`src/rtl/qenc_pkg.sv`:
```
// Shared types and defaults for the quadrature encoder / pushbutton controller.
package qenc_pkg;

  localparam int CNT_W_DEF       = 8;
  localparam int DEB_CYCLES_DEF  = 16;
  localparam int PB_CNT_W_DEF    = 12;
  localparam int LONG_CYCLES_DEF = 2000;

  typedef enum logic [1:0] {
    IDLE    = 2'd0,
    PRESSED = 2'd1,
    LONG    = 2'd2
  } btn_state_t;

  typedef enum logic [1:0] {
    DELTA_NONE = 2'd0,
    DELTA_CW   = 2'd1,
    DELTA_CCW  = 2'd2,
    DELTA_ERR  = 2'd3
  } phase_delta_t;

  // Position of {A,B} along the CW Gray cycle 00 -> 10 -> 11 -> 01.
  function automatic logic [1:0] gray_pos(input logic [1:0] ab);
    return {ab[0], ab[1] ^ ab[0]};
  endfunction

  function automatic phase_delta_t phase_delta(input logic [1:0] prev, input logic [1:0] cur);
    logic [1:0] p;
    logic [1:0] c;
    p = gray_pos(prev);
    c = gray_pos(cur);
    if ((prev ^ cur) == 2'b11)  return DELTA_ERR;
    else if (c == p + 2'd1)     return DELTA_CW;
    else if (c == p - 2'd1)     return DELTA_CCW;
    else                        return DELTA_NONE;
  endfunction

endpackage

```
`src/rtl/input_debounce.sv`:
```
// Two-flop synchronizer followed by a stability debouncer; the output level
// moves only after DEB_CYCLES consecutive differing synchronized samples.
module input_debounce
  import qenc_pkg::*;
#(
  parameter int   DEB_CYCLES = DEB_CYCLES_DEF,
  parameter logic RST_LEVEL  = 1'b0
) (
  input  logic clk,
  input  logic reset,
  input  logic din,
  output logic dout
);

  localparam int            TW      = (DEB_CYCLES > 1) ? $clog2(DEB_CYCLES) : 1;
  localparam logic [TW-1:0] TC_LOAD = TW'(DEB_CYCLES - 1);

  logic          sync_q1;
  logic          sync_q2;
  logic [TW-1:0] timer;

  always_ff @(posedge clk) begin
    if (reset) begin
      sync_q1 <= RST_LEVEL;
      sync_q2 <= RST_LEVEL;
      dout    <= RST_LEVEL;
      timer   <= TC_LOAD;
    end else begin
      sync_q1 <= din;
      sync_q2 <= sync_q1;
      if (sync_q2 == dout) begin
        timer <= TC_LOAD;
      end else if (timer == '0) begin
        dout  <= sync_q2;
        timer <= TC_LOAD;
      end else begin
        timer <= timer - TW'(1);
      end
    end
  end

endmodule

```
`src/rtl/quad_encoder_ctrl.sv`:
```
// Rotary encoder decoder with position counter plus pushbutton press classifier.
// Define QENC_LONG_PRESS_EN to build the long-press state and pb_long output.
//
// button state | meaning
// IDLE         | released; pb_cnt holds the length of the last press
// PRESSED      | held, shorter than LONG_CYCLES so far
// LONG         | held for at least LONG_CYCLES (long-press builds only)
module quad_encoder_ctrl
  import qenc_pkg::*;
#(
  parameter int CNT_W       = CNT_W_DEF,
  parameter int CNT_MIN     = 0,
  parameter int CNT_MAX     = (1 << CNT_W) - 1,
  parameter int CNT_INIT    = 1 << (CNT_W - 1),
  parameter int WRAP        = 1,
  parameter int DEB_CYCLES  = DEB_CYCLES_DEF,
  parameter int PB_CNT_W    = PB_CNT_W_DEF,
  parameter int LONG_CYCLES = LONG_CYCLES_DEF
) (
  input  logic                clk,
  input  logic                reset,
  input  logic                A,
  input  logic                B,
  input  logic                PB,
  output logic [CNT_W-1:0]    enc_counter,
  output logic                step_cw,
  output logic                step_ccw,
  output logic                enc_err,
  output logic                pb_pressed,
  output logic                pb_short,
  output logic                pb_long,
  output logic [PB_CNT_W-1:0] pb_cnt
);

  localparam logic [CNT_W-1:0] CMIN  = CNT_W'(CNT_MIN);
  localparam logic [CNT_W-1:0] CMAX  = CNT_W'(CNT_MAX);
  localparam logic [CNT_W-1:0] CINIT = CNT_W'(CNT_INIT);

  logic a_deb;
  logic b_deb;
  logic pb_deb;

  input_debounce #(.DEB_CYCLES(DEB_CYCLES), .RST_LEVEL(1'b0)) u_deb_a (
    .clk(clk), .reset(reset), .din(A), .dout(a_deb)
  );
  input_debounce #(.DEB_CYCLES(DEB_CYCLES), .RST_LEVEL(1'b0)) u_deb_b (
    .clk(clk), .reset(reset), .din(B), .dout(b_deb)
  );
  input_debounce #(.DEB_CYCLES(DEB_CYCLES), .RST_LEVEL(1'b1)) u_deb_pb (
    .clk(clk), .reset(reset), .din(PB), .dout(pb_deb)
  );

  assign pb_pressed = ~pb_deb;

  logic [1:0]       ab_prev;
  logic [1:0]       ab_cur;
  logic signed [2:0] acc;
  logic [CNT_W-1:0] cnt_up;
  logic [CNT_W-1:0] cnt_dn;

  assign ab_cur = {a_deb, b_deb};

  always_comb begin
    cnt_up = enc_counter + CNT_W'(1);
    cnt_dn = enc_counter - CNT_W'(1);
    if (enc_counter == CMAX) cnt_up = (WRAP != 0) ? CMIN : CMAX;
    if (enc_counter == CMIN) cnt_dn = (WRAP != 0) ? CMAX : CMIN;
  end

  // A detent completes when the accumulator would reach +/-4, so it never stores +/-4.
  always_ff @(posedge clk) begin
    if (reset) begin
      ab_prev     <= 2'b00;
      acc         <= '0;
      enc_counter <= CINIT;
      step_cw     <= 1'b0;
      step_ccw    <= 1'b0;
      enc_err     <= 1'b0;
    end else begin
      ab_prev  <= ab_cur;
      step_cw  <= 1'b0;
      step_ccw <= 1'b0;
      enc_err  <= 1'b0;
      case (phase_delta(ab_prev, ab_cur))
        DELTA_CW: begin
          if (acc == 3'sd3) begin
            acc         <= '0;
            step_cw     <= 1'b1;
            enc_counter <= cnt_up;
          end else begin
            acc <= acc + 3'sd1;
          end
        end
        DELTA_CCW: begin
          if (acc == -3'sd3) begin
            acc         <= '0;
            step_ccw    <= 1'b1;
            enc_counter <= cnt_dn;
          end else begin
            acc <= acc - 3'sd1;
          end
        end
        DELTA_ERR: begin
          acc     <= '0;
          enc_err <= 1'b1;
        end
        default: ;
      endcase
    end
  end

  btn_state_t          btn_state;
  logic [PB_CNT_W-1:0] pb_cnt_inc;

  assign pb_cnt_inc = (&pb_cnt) ? pb_cnt : pb_cnt + PB_CNT_W'(1);

`ifdef QENC_LONG_PRESS_EN
  localparam logic [PB_CNT_W-1:0] LONG_TC = PB_CNT_W'(LONG_CYCLES);
`else
  // The threshold only matters when the long-press state is built.
  logic unused_long_cycles;
  assign unused_long_cycles = (LONG_CYCLES != 0);
  assign pb_long = 1'b0;
`endif

  always_ff @(posedge clk) begin
    if (reset) begin
      btn_state <= IDLE;
      pb_cnt    <= '0;
      pb_short  <= 1'b0;
`ifdef QENC_LONG_PRESS_EN
      pb_long   <= 1'b0;
`endif
    end else begin
      pb_short <= 1'b0;
`ifdef QENC_LONG_PRESS_EN
      pb_long  <= 1'b0;
`endif
      case (btn_state)
        IDLE: begin
          if (pb_pressed) begin
            btn_state <= PRESSED;
            pb_cnt    <= PB_CNT_W'(1);
          end
        end
        PRESSED: begin
          if (!pb_pressed) begin
            btn_state <= IDLE;
            pb_short  <= 1'b1;
          end else begin
            pb_cnt <= pb_cnt_inc;
`ifdef QENC_LONG_PRESS_EN
            if (pb_cnt_inc >= LONG_TC) btn_state <= LONG;
`endif
          end
        end
`ifdef QENC_LONG_PRESS_EN
        LONG: begin
          if (!pb_pressed) begin
            btn_state <= IDLE;
            pb_long   <= 1'b1;
          end else begin
            pb_cnt <= pb_cnt_inc;
          end
        end
`endif
        default: btn_state <= IDLE;
      endcase
    end
  end

endmodule

```
`config.mk`:
```
export PLATFORM = sky130hd
export DESIGN_NAME = quad_encoder_ctrl
export DESIGN_NICKNAME = d
export VERILOG_FILES = /design/src/rtl/qenc_pkg.sv /design/src/rtl/input_debounce.sv /design/src/rtl/quad_encoder_ctrl.sv
export SDC_FILE = /design/constraint.sdc
export NUM_CORES = 1
export LEC_CHECK = 0
export BUFFER_PORTS_ARGS = -buffer_cell sky130_fd_sc_hd__buf_4
export CAP_MARGIN = 40
export CORE_MARGIN = 5
export CORE_UTILIZATION = 50
export CTS_BUF_LIST = sky130_fd_sc_hd__clkbuf_2
export CTS_CLUSTER_DIAMETER = 60
export DETAILED_ROUTE_END_ITERATION = 10
export PLACE_DENSITY_LB_ADDON = 0.25
export SETUP_SLACK_MARGIN = 0.1
export SKIP_LAST_GASP = 1
export SYNTH_ARGS = -nofsm -noshare
export SYNTH_HDL_FRONTEND = slang
export SYNTH_SLANG_ARGS = --single-unit
```
`constraint.sdc`:
```
create_clock -name clk -period 3.8 [get_ports clk]
set_input_delay 0.57 -clock clk [delete_from_list [all_inputs] [get_ports clk]]
set_output_delay 0.57 -clock clk [all_outputs]
set_load 0.05 [all_outputs]
```
==> results of run 1 <==
[worst min path at each step]
stage                       end             start  slack [ns]  depth (start not counted)
3_5_place_dp   u_deb_a.timer[0]  u_deb_a.timer[0]        0.38                          1
5_1_grt         u_deb_b.sync_q1                 B        0.26                          2
4_1_cts        u_deb_pb.sync_q1                PB        0.30                          2
6_report       u_deb_pb.sync_q1                PB        0.33                          2
2_1_floorplan  u_deb_a.timer[0]  u_deb_a.timer[0]        0.37                          1
3_3_place_gp   u_deb_a.timer[0]  u_deb_a.timer[0]        0.38                          1
[layer usage]
layer,up-vias,track usage [%],share of wire [%]
met1,971,19.7,48
met5,-,0,0
met3,5,3.69,5.5
met2,43,25.5,46
met4,0,4.41,1.2
li1,1106,-,-
[power by group through the flow]
stage	clock [uW]	sequential, uW	combinational, uW
2_1_floorplan	0	594	72.9
3_3_place_gp	0	576	116
3_5_place_dp	0	576	118
4_1_cts	293	566	118
5_1_grt	320	569	130
6_report	282	566	116
[critical path, cell delays in order, from the launching register on]
cell	delay (ns)
dfxtp_1	0.55
mux2i_1	0.11
o21ai_0	0.30
ha_1	0.70
inv_1	0.22
a31oi_1	0.18
a21boi_1	0.22
nor3_1	0.07
a2111oi_1	0.33
[synth_stat cells (4+ instances only)]
| master | n | area share (%) |
|---|---|---|
| xor2_1 | 6 | 2.0 |
| or2_2 | 5 | 1.2 |
| nor2b_1 | 11 | 2.6 |
| dfxtp_1 | 51 | 39 |
| nor2_1 | 26 | 3.7 |
| a211oi_1 | 4 | 1.1 |
| nand2_1 | 32 | 4.5 |
| nand4_1 | 6 | 1.4 |
| xnor2_1 | 13 | 4.3 |
| ha_1 | 16 | 7.6 |
| a21oi_1 | 14 | 2.7 |
| o211ai_1 | 4 | 1.1 |
| inv_1 | 19 | 2.7 |
| nand3_1 | 9 | 1.7 |
| clkbuf_1 | 7 | 0.99 |
| o21ai_0 | 6 | 1.1 |
| nor3b_1 | 4 | 1.1 |
| buf_2 | 5 | 0.95 |
| a31oi_1 | 5 | 1.2 |
| nor3_1 | 15 | 2.8 |
[per-stage QoR]
stage	hold slack, ns	setup WS [ns]	utilization, %
finish	0.329	1.02	57.7
global route	0.264	0.648	57.7
CTS	0.301	1.04	57.7
detailed placement	0.385	1.07	56.4
global placement	0.382	1.18	56.4
floorplan	0.371	1.57	-
[placed cells by master, fill, tap and decap left out, types with 6 or more instances in the layout]
master / count
o21ai_0: 6
xnor2_1: 13
nand4_1: 6
nor3_1: 15
nand2_1: 32
nor2b_1: 11
inv_1: 19
dfxtp_1: 51
nand3_1: 9
a21oi_1: 14
ha_1: 16
buf_4: 30
nor2_1: 26
xor2_1: 6
[kinds of logic after synthesis]
kind of cell    Yosys count
simple gates            130
compound gates           54
flops                    51
buf+inv                  34
xor+xnor                 19
fa+ha+maj                16
mux                       3
other cells               1
[sequential cells by signal (all words and copies together) (netlist names), 2 cells and up]
name / count
pb_cnt: 12
ab_prev: 2
u_deb_b.timer: 4
acc: 3
enc_counter: 8
u_deb_pb.timer: 4
u_deb_a.timer: 4
[cell type report]
| type | instances | area (sq um) | share of cell area, % |
|---|---|---|---|
| sequential | 51 | 1020 | 34.6 |
| clock inverter | 3 | 43.8 | 1.48 |
| multi-input combinational | 223 | 1480 | 50.0 |
| timing repair buffer | 30 | 225 | 7.64 |
| tap | 70 | 87.6 | 2.97 |
| inverter | 19 | 71.3 | 2.42 |
| clock buffer | 5 | 25.0 | 0.849 |
==> impl_metrics.env, run 1 <==
export IMPL_rrSetupSlack_ns=1.02
export IMPL_finalInstanceArea_sq_um=2950
export IMPL_die_area_sq_um=6840
export IMPL_die_height_microns=82.7
export IMPL_yosysWarnings=0
export IMPL_fin_cells=401
export IMPL_slew_violations=0
export IMPL_max_freq_mhz=360
export IMPL_fin_skew_ns=0.0286
export IMPL_crit_end="enc_counter[5]"
export IMPL_hpwl_microns=3430
export IMPL_seqPwrFrac_pct=58.7
export IMPL_fill_cells=495
export IMPL_cts_tree="built"
export IMPL_synth_compound_area_share_pct=14.0
export IMPL_synth_edf_count=0
export IMPL_end_kind="flop"
export IMPL_yosysSeqAreaShare_pct=38.7
export IMPL_leakagePower_uw=0.00118
export IMPL_fp_dieW_microns=82.7
export IMPL_area_growth_pct=11.7
export IMPL_synth_simple_gate_area_share_pct=26.7
export IMPL_row_count=26
export IMPL_first_iter_violations=123
export IMPL_setup_viol=0
export IMPL_port_buffers=29
export IMPL_synth_xor_area_share_pct=6.30
export IMPL_ir_worst_vdd_uv=131
export IMPL_p_sw_share_pct=26.9
export IMPL_yosysUniqueCellTypes=55
export IMPL_syn_inst=308
export IMPL_grt_setup_unrepaired="false"
export IMPL_drc_errors=0
export IMPL_ctsHoldBuffers=0
export IMPL_clock_sinks=51
export IMPL_status="completed"
export IMPL_combPwrFrac_pct=12.1
export IMPL_io_pins=31
export IMPL_pwr_share_clk_pct=29.2
export IMPL_cts_setup_buffers=0
export IMPL_maxCapViolations=0
export IMPL_antenna_cells=0
export IMPL_post_route_period_util_pct=73.2
export IMPL_final_setup_tns_ns=0
export IMPL_crit_type="reg -> reg"
export IMPL_switchingPower_uw=259
export IMPL_syn_num_nets=329
export IMPL_ant_nets=0
export IMPL_gp_congestion=0.832
export IMPL_grtUsageTotal_pct=15.3
export IMPL_clockRootBuffer="clkbuf_2"
export IMPL_grt_max_degree=35
export IMPL_synth_top_family_by_area="simple AND/OR/NAND/NOR gates"
export IMPL_cp_arrival_ns=3.13
export IMPL_post_cts_resize_count=0
export IMPL_synthArstFlopShare_pct=0
export IMPL_cp_required_ns=4.15
export IMPL_layout_nets=351
export IMPL_clockBufferDepth=2
export IMPL_syn_cell_area_sq_um=2640
export IMPL_grt_pass1_vias=1939
export IMPL_numCtsBuffers=5
export IMPL_antenna_found_initial=0
export IMPL_synth_adder_area_share_pct=7.58
export IMPL_detail_route_wirelength_microns=4840
export IMPL_hold_viol_final=0
export IMPL_ys_flop_type="dfxtp_1"
export IMPL_hold_path_class="in -> reg"
export IMPL_fin_crit_ns=2.78
export IMPL_drive_above_1_share_pct=16.3
export IMPL_clk_latency_ns=0.43
export IMPL_internal_power_uw=705
export IMPL_critPathMaxFanout=21
export IMPL_gr_total_overflow=0
export IMPL_wl_per_cell_microns=12.1
export IMPL_vias=2125
export IMPL_ys_seq_elements=51
export IMPL_powerDensity_nw_per_um2=327
export IMPL_start_util_pct=51.7
export IMPL_grt_first_pass_wirelength_microns=8320
export IMPL_tightest_slew_ns=0.729
export IMPL_slew_limit_headroom_pct=51.4
export IMPL_r2r_start="u_deb_a.dout"
export IMPL_coreArea_sq_um=5110
export IMPL_cp_start_kind="flop"
export IMPL_avgSynthCellArea_sq_um=8.58
export IMPL_dp_cells=393
export IMPL_worstRegToRegCells=8
export IMPL_htreeDepth=2
export IMPL_drt_pass1_iterations=4
export IMPL_synthMuxAreaShare_pct=1.14
export IMPL_total_power_uw=964
export IMPL_post_dp_cell_area_sq_um=2880
export IMPL_routed_via_density=5.30
export IMPL_crit_start="u_deb_a.dout"
export IMPL_reg2reg_to="enc_counter[5]"
export IMPL_clk_pin_slew_ns=0.25
No activity file was read; power rests on OpenSTA's default activity.
==> run 2, diff against run 1 <==
--- a/config.mk
+++ b/config.mk
@@ -5,6 +5,7 @@
 export SDC_FILE = /design/constraint.sdc
 export NUM_CORES = 1
 export LEC_CHECK = 0
+export ABC_AREA = 1
 export BUFFER_PORTS_ARGS = -buffer_cell sky130_fd_sc_hd__buf_4
 export CAP_MARGIN = 40
 export CORE_MARGIN = 5
==> constraint.sdc (replaced) <==
create_clock -name clk -period 2.7 [get_ports clk]
set_input_delay 0.405 -clock clk [delete_from_list [all_inputs] [get_ports clk]]
set_output_delay 0.405 -clock clk [all_outputs]
set_load 0.05 [all_outputs]
==> impl_metrics.env, run 2 <==
export IMPL_largest_reg_flops=12
export IMPL_synth_edf_count=0
export IMPL_crit_path_frequent_cell="nand2_1"
export IMPL_critPathMaxFanout=12
export IMPL_start_util_pct=50.7
export IMPL_drive_above_1_share_pct=15.7
export IMPL_yosysTopAreaCell="dfxtp_1"
export IMPL_maxCapViolations=0
export IMPL_wl_met3_microns=221
export IMPL_syn_inst=385
export IMPL_post_route_period_util_pct=86.6
export IMPL_max_flop_register="pb_cnt"
export IMPL_antenna_cells=0
export IMPL_post_dp_cell_area_sq_um=3020
export IMPL_die_area_sq_um=7110
export IMPL_cp_required_ns=3.04
export IMPL_ant_nets=0
export IMPL_slowest_stage="dfxtp_1"
export IMPL_layout_common_cells="nand2_1 (80), inv_1 (52), dfxtp_1 (51)"
export IMPL_cp_start_kind="flop"
export IMPL_wl_met1_microns=2530
export IMPL_final_setup_tns_ns=0
export IMPL_synthArstFlopShare_pct=0
export IMPL_gr_total_overflow=0
export IMPL_io_pins=31
export IMPL_drt_pass1_iterations=4
export IMPL_max_freq_mhz=428
export IMPL_cp_arrival_ns=2.67
export IMPL_slew_violations=0
export IMPL_row_count=27
export IMPL_fp_dieW_microns=84.3
export IMPL_ys_top_cells_by_area="dfxtp_1 (37%), nand2_1 (11%), ha_1 (7.3%)"
export IMPL_synth_xor_area_share_pct=4.13
export IMPL_leakagePower_uw=0.00149
export IMPL_crit_start="u_deb_a.dout"
export IMPL_status="completed"
export IMPL_hpwl_microns=4110
export IMPL_synth_adder_area_share_pct=7.25
export IMPL_yosysWarnings=0
export IMPL_ys_flop_type="dfxtp_1"
export IMPL_hold_viol_final=0
export IMPL_avgSynthCellArea_sq_um=7.17
export IMPL_ys_top_cells_by_count="nand2_1 (80), inv_1 (52), dfxtp_1 (51), nor2_1 (48), nand3_1 (24)"
export IMPL_powerDensity_nw_per_um2=410
export IMPL_grt_setup_unrepaired="false"
export IMPL_multi_input_area_sq_um=1490
export IMPL_coreArea_sq_um=5440
export IMPL_synth_simple_gate_area_share_pct=31.4
export IMPL_port_buffers=29
export IMPL_cts_setup_buffers=0
export IMPL_seq_area_sq_um=1020
export IMPL_post_cts_resize_count=0
export IMPL_syn_num_nets=406
export IMPL_fin_skew_ns=0.0163
export IMPL_yosysUniqueCellTypes=38
export IMPL_first_iter_violations=60
export IMPL_grt_first_pass_wirelength_microns=9430
export IMPL_gp_congestion=0.900
export IMPL_routed_top_layer="met4"
export IMPL_die_height_microns=84.3
export IMPL_utilization_pct=56.6
export IMPL_ctsHoldBuffers=0
export IMPL_clk_latency_ns=0.41
export IMPL_hold_path_class="in -> reg"
export IMPL_grt_max_degree=26
export IMPL_path_cells="or2_2, and3_1, a21oi_1, ha_2, nand2_1, nand2_1, inv_1, o21ai_0, nor2_1"
export IMPL_fin_cells=485
export IMPL_synth_top_family_by_area="simple AND/OR/NAND/NOR gates"
export IMPL_synth_most_common_cell="nand2_1"
export IMPL_synth_top_cell_area_share_pct=37.0
export IMPL_syn_cell_area_sq_um=2760
export IMPL_clk_pin_slew_ns=0.26
export IMPL_drc_errors=0
export IMPL_wl_met2_microns=2560
export IMPL_clockBufferDepth=2
export IMPL_hold_start="PB"
export IMPL_numCtsBuffers=5
export IMPL_finalInstanceArea_sq_um=3080
export IMPL_dp_cells=477
export IMPL_ys_seq_elements=51
export IMPL_crit_type="reg -> reg"
export IMPL_cts_tree="built"
export IMPL_synthMuxAreaShare_pct=0
export IMPL_wl_per_cell_microns=11.2
export IMPL_layout_nets=433
export IMPL_fin_crit_ns=2.34
export IMPL_detail_route_wirelength_microns=5420
export IMPL_final_common_cell="nand2_1"
export IMPL_clockRootBuffer="clkbuf_2"
export IMPL_total_power_uw=1260
export IMPL_r2r_start="u_deb_a.dout"
export IMPL_area_growth_pct=11.5
export IMPL_yosysSeqAreaShare_pct=37.0
export IMPL_grtUsageTotal_pct=15.6
export IMPL_vias=2388
export IMPL_grt_pass1_vias=2265
export IMPL_fill_cells=511
export IMPL_end_kind="flop"
export IMPL_synth_compound_area_share_pct=10.7
export IMPL_routed_via_density=4.92
export IMPL_antenna_found_initial=0
export IMPL_ir_worst_vdd_uv=382
export IMPL_largestRegisters="pb_cnt (12), enc_counter (8)"
export IMPL_setup_viol=0
export IMPL_cpPeakStageDelay_ns=0.44
export IMPL_htreeDepth=2
export IMPL_clock_sinks=51
-- run 2: worst paths after layout --
check	end	slack (ns)	cells after the start
worst max register to register	enc_counter[2]	0.36	9
worst min-delay path	u_deb_pb.sync_q1	0.15	2
worst max-delay path	enc_counter[2]	0.36	9
worst min register to register	u_deb_b.sync_q2	0.42	2
-- run 2: report_power, final --
part	switching, uW	leakage [uW]	internal, uW
logic	110	0.00105	50.9
clock network	241	0.0000296	71.4
registers	17.7	0.000413	771
total	369	0.00149	894
-- run 2: cell families after synthesis --
family,after synthesis
xor gates and xnor gates,13
adders and majority gates,16
other,1
DFF,51
AOI/OAI and AO/OA,52
buffers and inverters,65
and+or+nand+nor,187
-- run 2: stage by stage --
| stage | hold slack [ns] | setup slack [ns] |
|---|---|---|
| 2_1_floorplan | 0.365 | 0.642 |
| 6_report | 0.153 | 0.363 |
| 3_5_place_dp | 0.378 | 0.343 |
| 4_1_cts | 0.112 | 0.308 |
| 3_3_place_gp | 0.375 | 0.421 |
| 5_1_grt | 0.0977 | 0.149 |
-- run 2: cell type report --
| type | instances | share of cell area, % |
|---|---|---|
| flip-flops and latches | 51 | 33.2 |
| well taps | 72 | 2.93 |
| multi-input cells | 269 | 48.3 |
| inverters | 56 | 6.99 |
| clock buffers | 6 | 0.976 |
| clock inverters | 2 | 0.529 |
| repair buffers | 29 | 7.08 |
-- run 2: critical path, delay by kind of cell, from the launching register on --
family	cells	cell delay, ns
and+or+nand+nor	5	0.91
adders and majority gates	1	0.36
AOI/OAI and AO/OA	2	0.42
buffers and inverters	1	0.14
DFF	1	0.44
-- run 2: per-layer routing --
metal | track usage [%] | up-vias
met4 | 5.26 | 0
li1 | - | 1269
met3 | 3.63 | 11
met1 | 19.4 | 1061
met2 | 26.6 | 47
met5 | 0 | -
